$ cat src/rtl/period_timer_pkg.sv
// ==== period_timer_pkg : shared FSM encoding and mode constants ==== rev 1.0 ====
`default_nettype none

package period_timer_pkg;

  typedef enum logic [1:0] {
    IDLE = 2'b00,
    RUN  = 2'b01,
    DONE = 2'b10
  } timer_state_e;

  localparam logic MODE_ONESHOT = 1'b0;
  localparam logic MODE_RELOAD  = 1'b1;

endpackage

`default_nettype wire

$ cat src/rtl/comparatorEqual.sv
// ==== comparatorEqual : combinational A == B equality detector ==== rev 1.0 ====
`default_nettype none

module comparatorEqual #(
  parameter int DATA_WIDTH = 13
) (
  input  logic [DATA_WIDTH-1:0] A_i,
  input  logic [DATA_WIDTH-1:0] B_i,
  output logic                  A_equal_B_o
);

  assign A_equal_B_o = (A_i == B_i);

endmodule

`default_nettype wire

$ cat src/rtl/period_timer.sv
// ==== period_timer : programmable period counter, one-shot / auto-reload tick ==== rev 1.0 ====
`default_nettype none

module period_timer
  import period_timer_pkg::*;
#(
  parameter int DATA_WIDTH = 13
) (
  input  logic                  clk_i,
  input  logic                  rst_n_i,
  input  logic                  start_i,
  input  logic                  stop_i,
  input  logic                  mode_i,
  input  logic [DATA_WIDTH-1:0] period_i,
  output logic [DATA_WIDTH-1:0] count_o,
  output logic                  busy_o,
  output logic                  tick_o,
  output logic                  done_o
);

  localparam logic [DATA_WIDTH-1:0] c_one  = {{(DATA_WIDTH-1){1'b0}}, 1'b1};
  localparam logic [DATA_WIDTH-1:0] c_zero = '0;

  timer_state_e          r_state, w_state_nx;
  logic [DATA_WIDTH-1:0] r_count, w_count_nx;
  logic [DATA_WIDTH-1:0] r_period, w_period_nx;
  logic                  r_mode, w_mode_nx;
  logic                  r_tick, w_tick_nx;
  logic                  r_done, w_done_nx;
  logic                  w_match;

  comparatorEqual #(
    .DATA_WIDTH (DATA_WIDTH)
  ) u_cmp_terminal (
    .A_i         (r_count),
    .B_i         (r_period),
    .A_equal_B_o (w_match)
  );

  always_comb begin
    w_state_nx  = r_state;
    w_count_nx  = r_count;
    w_period_nx = r_period;
    w_mode_nx   = r_mode;
    w_tick_nx   = 1'b0;
    w_done_nx   = r_done;
    case (r_state)
      IDLE, DONE: begin
        if (stop_i) begin
          w_state_nx = IDLE;
          w_count_nx = c_zero;
          w_done_nx  = 1'b0;
        end else if (start_i) begin
          w_state_nx  = RUN;
          w_period_nx = period_i;
          w_mode_nx   = mode_i;
          w_count_nx  = c_zero;
          w_done_nx   = 1'b0;
        end
      end
      RUN: begin
        if (stop_i) begin
          w_state_nx = IDLE;
          w_count_nx = c_zero;
        end else if (start_i) begin
          w_period_nx = period_i;
          w_mode_nx   = mode_i;
          w_count_nx  = c_zero;
        end else if (w_match) begin
          w_tick_nx  = 1'b1;
          w_count_nx = c_zero;
          if (r_mode == MODE_ONESHOT) begin
            w_state_nx = DONE;
            w_done_nx  = 1'b1;
          end else begin
            // reload picks up the new period only at the wrap boundary
            w_period_nx = period_i;
          end
        end else begin
          w_count_nx = r_count + c_one;
        end
      end
      default: begin
        w_state_nx = IDLE;
        w_count_nx = c_zero;
        w_done_nx  = 1'b0;
      end
    endcase
  end

  always_ff @(posedge clk_i) begin
    if (!rst_n_i) begin
      r_state  <= IDLE;
      r_count  <= c_zero;
      r_period <= c_zero;
      r_mode   <= MODE_ONESHOT;
      r_tick   <= 1'b0;
      r_done   <= 1'b0;
    end else begin
      r_state  <= w_state_nx;
      r_count  <= w_count_nx;
      r_period <= w_period_nx;
      r_mode   <= w_mode_nx;
      r_tick   <= w_tick_nx;
      r_done   <= w_done_nx;
    end
  end

  assign count_o = r_count;
  assign busy_o  = (r_state == RUN);
  assign tick_o  = r_tick;
  assign done_o  = r_done;

endmodule

`default_nettype wire

$ cat config.mk
export PLATFORM = sky130hd
export DESIGN_NAME = period_timer
export DESIGN_NICKNAME = d
export VERILOG_FILES = /design/src/rtl/period_timer_pkg.sv /design/src/rtl/comparatorEqual.sv /design/src/rtl/period_timer.sv
export SDC_FILE = /design/constraint.sdc
export NUM_CORES = 1
export LEC_CHECK = 0
export BUFFER_PORTS_ARGS = -buffer_cell sky130_fd_sc_hd__buf_4
export CORE_ASPECT_RATIO = 0.75
export CORE_MARGIN = 5
export CORE_UTILIZATION = 60
export CTS_BUF_LIST = sky130_fd_sc_hd__clkbuf_4
export DETAILED_ROUTE_END_ITERATION = 10
export PLACE_DENSITY = 0.87
export SYNTH_ARGS = -nofsm -noshare
export SYNTH_HDL_FRONTEND = slang
export SYNTH_SLANG_ARGS = --single-unit
$ cat constraint.sdc
create_clock -name clk_i -period 2.24 [get_ports clk_i]
set_input_delay 0.448 -clock clk_i [delete_from_list [all_inputs] [get_ports clk_i]]
set_output_delay 0.448 -clock clk_i [all_outputs]
set_load 0.02 [all_outputs]
==> results by group, run 1 <==
Status
  • Outcome: finished, final reports clean

Global routing
  • Met2 Use GR: 39.20%
  • Most crowded layer after global routing: met2
  • Grt met1 use: 32.74%
  • Gr ovfl total: 0
  • Largest net degree at the start of global routing: 17
  • Total track usage: 25.04%
  • GRT met3 Usage: 6.472%
  • First-pass GRT wire length: 6789 um
  • Initial antenna violation count: 0
  • Vias in the first global route: 1,410

Power and ir drop
  • VDD IR max: 0.4101 mV
  • P_leak: 0.7533 nW
  • Pwr Total: 1.035 mW
  • P per Cell Area: 553.4 nW/um^2

Route
  • Drt via density: 6.020
  • Router iterations before antenna repair: 6
  • Routed wire length: 4070 um
  • Iteration-0 DRC count of the detailed router: 239
  • Detail Route Antenna Nets: 0
  • DR DRC count: 0
  • Via count: 1,529
  • Post-DR wirelength/cell: 16.02 um

Die
  • Io pins: 34
  • Core area: 2365 sq um
  • Die Y: 53.70 um
  • FP Rows: 15
  • Starting density of the core: 64.60%
  • Die width: 68.27 um
  • Die area: 3666 sq um

Placement
  • Placed instance area: 1818 sq um
  • Final GP Congestion: 0.8620
  • Port bufs: 33
  • DP HPWL: 3026 um

Setup path
  • Worst Path Max Fanout: 11
  • Reg2reg start: count_o[6]$_SDFFE_PN0P_
  • Critical path capture point type: flop
  • Critical path's slowest cell: dfxtp_1
  • Critical path class: flop to flop
  • R2r worst-path depth: 6
  • Worst-path cell chain: xor2_1, nor3_1, nand4_1, buf_4, o211ai_1, a21oi_1
  • Worst setup SP type: flop
  • Crit path DAT: 2200 ps
  • Worst Setup SP: count_o[6]$_SDFFE_PN0P_
  • WP data required: 2460 ps
  • R2r endpoint: r_period[4]$_SDFFE_PN0P_
  • Worst reg2reg setup slack: 260 ps
  • CP endpoint: r_period[4]$_SDFFE_PN0P_
  • CP peak stage delay: 520 ps

Layout
  • Utilization after layout: 79.10%
  • Layout cells sized above 1: 21.82%
  • Finished Cell Area: 1871 sq um
  • Antenna diodes: 0
  • Fin nets: 238
  • # fillers: 173
  • Area growth from synthesis to layout: 22.44%

Yosys
  • Sequential cell area fraction in the yosys report: 40.62%
  • Mapped Area: 1528 sq um
  • Seq cells post-synth: 31
  • Syn avg cell area: 8.348 sq um
  • Adder-Cell Fraction of Synth Area: 0.8190%
  • Syn_nets: 202
  • Post-synthesis mux area share: 0%
  • Largest family of logic cells by synthesized area: compound AO/OA/AOI/OAI gates
  • Cell variety after synth: 33
  • Compound-Gate Fraction of Synth Area: 21.21%
  • Mapped Cells: 183
  • Synth Area in XOR/XNOR: 13.19%
  • Synth Area in Simple Gates: 19.98%
  • Synth warn: 0

STA
  • Min Clock Period, post-route: 1977 ps
  • Worst clock skew: 8.539 ps
  • Final TNS setup: 0 ps
  • RSZ-0062 raised after global routing: no
  • Fin. Hold Viols: 0
  • Worst Tran Pin Value: 559.8 ps
  • Max frequency: 505.8 MHz
  • Relative slew slack: 62.40%
  • Fin. max-slew vios: 0
  • Fin crit share: 88.26%
  • Setup violations, final: 0

Clock network
  • Post-CTS Hold Fix Bufs: 0
  • Post-CTS sizing: 0
  • CTS tree: done
  • Postcts setup bufs: 0
  • CTS root buffer: clkbuf_4
  • Clk sinks: 31
  • Clock transition at path regs: 100 ps
  • CTS Buffer Depth: 2
  • TritonCTS buffer count: 5
  • Worst-Skew Late Latency: 340 ps
  • CTS HTree Levels: 2

Run
  • # Max-Cap Violations: 0

Hold path
  • Min-Delay Path Depth: 3
  • Tightest Hold Check Type: input pin to flop
==> Yosys cell counts <==
cell | n | area share [%]
nor3b_1 | 1 | 0.49
nand3_1 | 4 | 1.3
a32oi_1 | 1 | 0.57
buf_2 | 3 | 0.98
dfxtp_1 | 31 | 41
nor4_2 | 2 | 1.6
clkbuf_1 | 6 | 1.5
o211ai_1 | 16 | 7.9
or3_1 | 2 | 0.82
o21ai_1 | 12 | 3.9
xor2_1 | 16 | 9.2
ha_1 | 1 | 0.82
inv_1 | 4 | 0.98
nor2_1 | 17 | 4.2
and2_1 | 1 | 0.41
and4_1 | 1 | 0.57
nand2b_1 | 1 | 0.41
nor4_1 | 2 | 0.82
nor2b_1 | 1 | 0.41
nor3_1 | 7 | 2.3
clkinv_1 | 1 | 0.25
nand4_1 | 4 | 1.6
nand4bb_1 | 1 | 0.74
buf_4 | 1 | 0.49
a21oi_1 | 17 | 5.6
nor3_2 | 1 | 0.66
o31ai_1 | 1 | 0.49
xnor2_1 | 7 | 4.0
a41oi_1 | 1 | 0.57
o31a_1 | 1 | 0.57
and3_1 | 1 | 0.41
nand2_1 | 13 | 3.2
o21ai_0 | 5 | 1.6
==> registers in the layout, summed over array words and instances, names as in the netlist <==
signal,count
count_o,13
r_period,13
r_state,2
done_o,1
r_mode,1
tick_o,1
==> power by group <==
group | internal (mW) | total (mW) | switching [mW]
sequential | 0.565 | 0.577 | 0.0127
clock | 0.128 | 0.317 | 0.189
combinational | 0.0602 | 0.141 | 0.0807
==> area by class of cell <==
| cell class | instances | area [sq um] | area share [%] |
|---|---|---|---|
| multi-input cells | 137 | 843.3 | 45.08 |
| inverters | 5 | 18.77 | 1.003 |
| flip-flops and latches | 31 | 620.6 | 33.18 |
| clock inverters | 2 | 7.507 | 0.4013 |
| repair buffers | 39 | 292.8 | 15.65 |
| clock buffers | 6 | 45.04 | 2.408 |
| well taps | 34 | 42.54 | 2.274 |
==> worst min-delay path by stage <==
stage | endpoint | slack [ps] | startpoint
floorplan | r_mode$_SDFFE_PN0P_ | 470 | r_mode$_SDFFE_PN0P_
global placement | r_period[6]$_SDFFE_PN0P_ | 500 | r_period[6]$_SDFFE_PN0P_
detailed placement | r_period[2]$_SDFFE_PN0P_ | 510 | r_period[2]$_SDFFE_PN0P_
CTS | r_mode$_SDFFE_PN0P_ | 360 | mode_i
global route | r_mode$_SDFFE_PN0P_ | 360 | mode_i
finish | r_mode$_SDFFE_PN0P_ | 360 | mode_i
==> routing by layer <==
| layer | routed length, um | vias up |
|---|---|---|
| met5 | 0 | - |
| met4 | 85 | 0 |
| met3 | 384 | 13 |
| met2 | 1818 | 80 |
| met1 | 1781 | 710 |
| li1 | - | 726 |
==> worst max-delay path: cells and delay by family (launching register included) <==
kind	cells	cell delay (ps)
and+or+nand+nor	2	640
DFF	1	520
AOI/OAI and AO/OA	2	300
buffers and inverters	1	280
xor gates and xnor gates	1	120
==> cell usage in the layout, fill, tap and decap left out <==
| master | n |
|---|---|
| a21oi_1 | 17 |
| a32oi_1 | 1 |
| a41oi_1 | 1 |
| and2_1 | 1 |
| and3_1 | 1 |
| and4_1 | 1 |
| buf_4 | 39 |
| clkbuf_4 | 6 |
| clkinv_1 | 3 |
| dfxtp_1 | 31 |
| ha_1 | 1 |
| inv_1 | 4 |
| nand2_1 | 13 |
| nand2b_1 | 1 |
| nand3_1 | 4 |
| nand4_1 | 4 |
| nand4bb_1 | 1 |
| nor2_1 | 17 |
| nor2b_1 | 1 |
| nor3_1 | 7 |
| nor3_2 | 1 |
| nor3b_1 | 1 |
| nor4_1 | 2 |
| nor4_2 | 2 |
| o211ai_1 | 16 |
| o21ai_0 | 5 |
| o21ai_1 | 12 |
| o31a_1 | 1 |
| o31ai_1 | 1 |
| or3_1 | 2 |
| xnor2_1 | 7 |
| xor2_1 | 16 |
==> stage by stage <==
step           hold slack, ps  instances  worst slack [ps]
2_1_floorplan           474.5        183             554.9
3_3_place_gp            500.6        246             387.0
3_5_place_dp            509.5        246             313.2
4_1_cts                 361.0        254             297.2
5_1_grt                 360.5        254             80.76
6_report                361.2        254             262.9
==> kinds of logic after synthesis <==
group	after synthesis
XOR/XNOR	23
AND/OR/NAND/NOR	59
flip-flops	31
AO/OA/AOI/OAI	54
adder cells (fa/ha/maj)	1
buffers and inverters	15
Power figures use the tool's default switching activity.
==> run 2, diff against run 1 <==
--- a/config.mk
+++ b/config.mk
@@ -10,6 +10,6 @@
 export CORE_MARGIN = 5
-export CORE_UTILIZATION = 60
+export CORE_UTILIZATION = 50
 export CTS_BUF_LIST = sky130_fd_sc_hd__clkbuf_4
 export DETAILED_ROUTE_END_ITERATION = 10
-export PLACE_DENSITY = 0.87
+export PLACE_DENSITY = 0.75
 export SYNTH_ARGS = -nofsm -noshare
--- a/constraint.sdc
+++ b/constraint.sdc
@@ -3,2 +3,2 @@
 set_output_delay 0.448 -clock clk_i [all_outputs]
-set_load 0.02 [all_outputs]
+set_load 0.05 [all_outputs]
==> run 2 against run 1 <==
  * Count of clock-buffer cells in the layout grew 1
  * Clock power grew 6.3%
  * Highest routed layer unchanged
  * Critical path depth did not move
  * Final cell count rose by 1.6%
  * Largest cell class unchanged
  * Global-route usage decreased by 5.4 points
  * Sequential cell count is the same
  * Critical endpoint is now r_period[12]$_SDFFE_PN0P_
  * Worst setup slack gained 3.5 ps
  * Design area rose by 0.54%
  * Via count down 1.8%
  * Clock skew hardly changed
  * Die area increased by 17%
==> results by group, run 2 (synthesized netlist as in run 1, its figures left out) <==
Status
  • Outcome: finished, final reports clean

Route
  • Router iterations before antenna repair: 5
  • Routed wire length: 4058 um
  • Wire length on met1: 1858 um
  • DR DRC count: 0
  • Post-DR wirelength/cell: 15.73 um
  • Iteration-0 DRC count of the detailed router: 164
  • Top Metal Used: met4
  • Via count: 1,502
  • Metal2 WL: 1885 um
  • Detail Route Antenna Nets: 0
  • Met3 wire len: 277 um
  • Drt via density: 5.822

Clock network
  • CTS Buffer Depth: 2
  • Postcts setup bufs: 0
  • Worst-Skew Late Latency: 330 ps
  • Clk sinks: 31
  • CTS tree: done
  • TritonCTS buffer count: 5
  • CTS root buffer: clkbuf_4
  • Post-CTS Hold Fix Bufs: 0
  • Clock transition at path regs: 90 ps
  • Post-CTS sizing: 0
  • CTS HTree Levels: 2

Setup path
  • Worst setup SP type: flop
  • Critical path class: flop to flop
  • CP peak stage delay: 460 ps
  • WP data required: 2460 ps
  • Worst Path Max Fanout: 10
  • Buf/Inv on CP: 1
  • Crit path DAT: 2190 ps
  • Critical path capture point type: flop
  • Delay-heaviest family, CP: simple AND/OR/NAND/NOR gates
  • Worst-path cell chain: xor2_1, nor4_2, nand4_1, buf_4, o211ai_1, a21oi_1
  • Critical path's slowest cell: dfxtp_1

Layout
  • Layout cells sized above 1: 22.73%
  • Antenna diodes: 0
  • Fin nets: 238
  • # fillers: 263
  • Area growth from synthesis to layout: 23.10%
  • Most frequent cells in the layout: buf_4, dfxtp_1, nor2_1, a21oi_1
  • Utilization after layout: 64.07%
  • Finished Cell Area: 1881 sq um
  • Most common cell after layout, fill and taps aside: buf_4
  • Post-route insts no fill: 258

STA
  • Setup violations, final: 0
  • Relative slew slack: 67.64%
  • Fin. Hold Viols: 0
  • RSZ-0062 raised after global routing: no
  • Fin Hold WS: 368.8 ps
  • Max frequency: 506.7 MHz
  • Fin crit share: 88.10%
  • Final TNS setup: 0 ps
  • Setup ws final: 266.5 ps
  • Fin. max-slew vios: 0
  • Min Clock Period, post-route: 1974 ps
  • Worst Tran Pin Value: 481.0 ps
  • Worst clock skew: 8.084 ps

Die
  • FP Rows: 17
  • Die area: 4272 sq um
  • Die width: 73.83 um
  • Core area: 2935 sq um
  • Starting density of the core: 52.05%
  • Die Y: 57.87 um
  • Io pins: 34

Power and ir drop
  • Comb power frac: 13.5%
  • P_leak: 0.7586 nW
  • Switching Share: 27.09%
  • Sw Pwr: 286.6 uW
  • Pwr Total: 1.058 mW
  • VDD IR max: 0.2742 mV
  • P per Cell Area: 562.5 nW/um^2
  • Seq pwr share: 54.6%
  • Power share of the clock group: 31.9%
  • Internal: 771.3 uW

Run
  • # Max-Cap Violations: 0

Global routing
  • Total track usage: 19.68%
  • First-pass GRT wire length: 6458 um
  • Gr ovfl total: 0
  • Initial antenna violation count: 0
  • Vias in the first global route: 1,375
  • Largest net degree at the start of global routing: 17

Placement
  • Pre-CTS setup slack: 321.4 ps
  • Port bufs: 33
  • Placed instance area: 1823 sq um
  • Final GP Congestion: 0.8491
  • Placed cells: 250
  • DP HPWL: 2982 um

Hold path
  • Tightest Hold Check Type: input pin to flop
-- run 2: cell count changes in the layout (fill, tap and decap cells not counted) --
cell / before / now
clkinv_2: 0 / 1
clkbuf_4: 6 / 7
clkinv_1: 3 / 1
-- run 2: path summary, 6_finish.rpt --
| check | from | end | slack [ps] | cells after the start |
|---|---|---|---|---|
| hold / removal | mode_i | r_mode$_SDFFE_PN0P_ | 370 | 3 |
| setup / recovery | count_o[10]$_SDFFE_PN0P_ | r_period[12]$_SDFFE_PN0P_ | 270 | 6 |
| setup reg to reg | count_o[10]$_SDFFE_PN0P_ | r_period[12]$_SDFFE_PN0P_ | 270 | 6 |
| hold reg to reg | r_period[3]$_SDFFE_PN0P_ | r_period[3]$_SDFFE_PN0P_ | 520 | 2 |
-- run 2: power by group through the flow --
| stage | Clock [mW] | Combinational (mW) | Sequential, mW |
|---|---|---|---|
| floorplan | 0 | 0.0821 | 0.590 |
| global placement | 0 | 0.138 | 0.589 |
| detailed placement | 0 | 0.140 | 0.590 |
| CTS | 0.342 | 0.141 | 0.577 |
| global route | 0.367 | 0.157 | 0.579 |
| finish | 0.337 | 0.143 | 0.578 |
-- run 2: final cells by class --
type	instances	area [sq um]	share of cell area (%)
inverters	5	18.77	0.9980
repair buffers	39	292.8	15.57
clock inverters	1	5.005	0.2661
multi-input cells	137	843.3	44.84
flip-flops and latches	31	620.6	33.00
clock buffers	7	52.55	2.794
well taps	38	47.55	2.528
-- run 2: tightest hold or removal path, stage by stage --
cell and delay [ps]:
buf_4 110, nand2_1 50, a21oi_1 50
-- run 2: layer usage --
| layer | track usage [%] | vias to the layer above |
|---|---|---|
| li1 | - | 724 |
| met1 | 26.50 | 710 |
| met2 | 30.56 | 63 |
| met3 | 5.373 | 5 |
| met4 | 6.202 | 0 |
| met5 | 0 | - |
==> run 3, diff against run 2 <==
- RECOVER_POWER: not set -> 25
==> run 3 against run 2 <==
  * First-iteration DRC count down 3.0%
  * Worst hold slack worse by 1.3 ps
  * Critical endpoint unchanged
  * Sequential share of layout area up 0.67 points
  * Register-to-register slack about the same
==> results by group, run 3 (synthesized netlist as in run 1, its figures left out) <==
Route
  • DR DRC count: 0
  • Via count: 1,496
  • Detail Route Antenna Nets: 0
  • Post-DR wirelength/cell: 15.68 um
  • Router iterations before antenna repair: 4
  • Drt via density: 5.798
  • Routed wire length: 4045 um
  • Iteration-0 DRC count of the detailed router: 159

Die
  • Die width: 73.83 um
  • Starting density of the core: 52.05%
  • Die Y: 57.87 um
  • FP Rows: 17
  • Die area: 4272 sq um
  • Core area: 2935 sq um
  • Io pins: 34

Clock network
  • CTS HTree Levels: 2
  • Worst-Skew Late Latency: 330 ps
  • CTS Buffer Depth: 2
  • Post-CTS Hold Fix Bufs: 0
  • Clock transition at path regs: 90 ps
  • Post-CTS sizing: 0
  • CTS root buffer: clkbuf_4
  • CTS tree: done
  • Clk sinks: 31
  • TritonCTS buffer count: 5
  • Postcts setup bufs: 0

Placement
  • Final GP Congestion: 0.8491
  • DP HPWL: 2982 um
  • Pre-CTS setup slack: 321.4 ps
  • Placed instance area: 1823 sq um
  • Port bufs: 33

STA
  • RSZ-0062 raised after global routing: no
  • Final TNS setup: 0 ps
  • Setup violations, final: 0
  • Setup ws final: 265.3 ps
  • Fin crit share: 88.16%
  • Relative slew slack: 53.21%
  • Fin. Hold Viols: 0
  • Worst Tran Pin Value: 701.4 ps
  • Max frequency: 506.4 MHz
  • Min Clock Period, post-route: 1975 ps
  • Worst clock skew: 6.470 ps
  • Fin. max-slew vios: 0

Global routing
  • Grt met1 use: 26.50%
  • Gr ovfl total: 0
  • GRT met3 Usage: 5.373%
  • Total track usage: 19.68%
  • Most crowded layer after global routing: met2
  • Vias in the first global route: 1,375
  • Met2 Use GR: 30.56%
  • Largest net degree at the start of global routing: 17
  • Initial antenna violation count: 0
  • First-pass GRT wire length: 6458 um

Run
  • # Max-Cap Violations: 0

Power and ir drop
  • Internal: 771.0 uW
  • Comb power frac: 13.5%
  • Pwr Total: 1.058 mW
  • Seq pwr share: 54.6%
  • VDD IR max: 0.2704 mV
  • P_leak: 0.7151 nW
  • Power share of the clock group: 31.9%
  • Sw Pwr: 286.6 uW
  • P per Cell Area: 573.8 nW/um^2
  • Switching Share: 27.10%

Layout
  • Area growth from synthesis to layout: 20.64%
  • Layout cells sized above 1: 18.18%
  • Antenna diodes: 0
  • Most frequent cells in the layout: dfxtp_1, buf_4, nor2_1, a21oi_1
  • Fin nets: 238
  • Finished Cell Area: 1843 sq um
  • Register area: 620.6 sq um
  • Area occupied by multi-input gates: 843.3 sq um
  • Most common cell after layout, fill and taps aside: dfxtp_1
  • # fillers: 279
  • Utilization after layout: 62.79%

Setup path
  • Critical path class: flop to flop
  • Critical path capture point type: flop
  • WP data required: 2460 ps
  • Worst Path Max Fanout: 10
  • Crit path DAT: 2200 ps
  • Worst setup SP type: flop

Hold path
  • Tightest Hold Check Type: input pin to flop

Status
  • Outcome: finished, final reports clean
run 3: through the flow:
stage	cells	hold WS, ps
after CTS	258	358.6
after detailed placement	250	513.0
after global routing	258	380.6
after global placement	250	499.5
final	258	367.4
after floorplan	183	474.5
run 3: cell type report:
| cell class | count | share of cell area, % |
|---|---|---|
| Timing Repair Buffer | 39 | 13.85 |
| Clock inverter | 1 | 0.2716 |
| Inverter | 5 | 1.018 |
| Multi-Input combinational cell | 137 | 45.76 |
| Tap cell | 38 | 2.580 |
| Sequential cell | 31 | 33.67 |
| Clock buffer | 7 | 2.851 |
run 3: worst paths after layout:
check / depth (start not counted) / start / to / slack, ps
hold / removal: 3 / mode_i / r_mode$_SDFFE_PN0P_ / 370
setup / recovery: 6 / count_o[10]$_SDFFE_PN0P_ / r_period[12]$_SDFFE_PN0P_ / 270
hold reg to reg: 2 / r_period[3]$_SDFFE_PN0P_ / r_period[3]$_SDFFE_PN0P_ / 530
setup reg to reg: 6 / count_o[10]$_SDFFE_PN0P_ / r_period[12]$_SDFFE_PN0P_ / 270
run 3: critical path, cell delays in order (launching register included):
cell      delay (ps)
dfxtp_1          460
xor2_1           120
nor4_2           410
nand4_1          330
buf_4            280
o211ai_1         190
a21oi_1           80
run 3: power groups by stage:
stage	sequential [mW]	combinational, mW	clock [mW]
after floorplan	0.590	0.0821	0
after global placement	0.589	0.138	0
after detailed placement	0.590	0.140	0
after CTS	0.577	0.141	0.342
after global routing	0.579	0.157	0.367
final	0.578	0.143	0.337
run 3: routing by layer:
layer | share of wire [%] | up-vias
met1 | 45 | 703
met5 | 0 | -
met2 | 46 | 62
met3 | 8.1 | 5
met4 | 0.89 | 0
li1 | - | 726
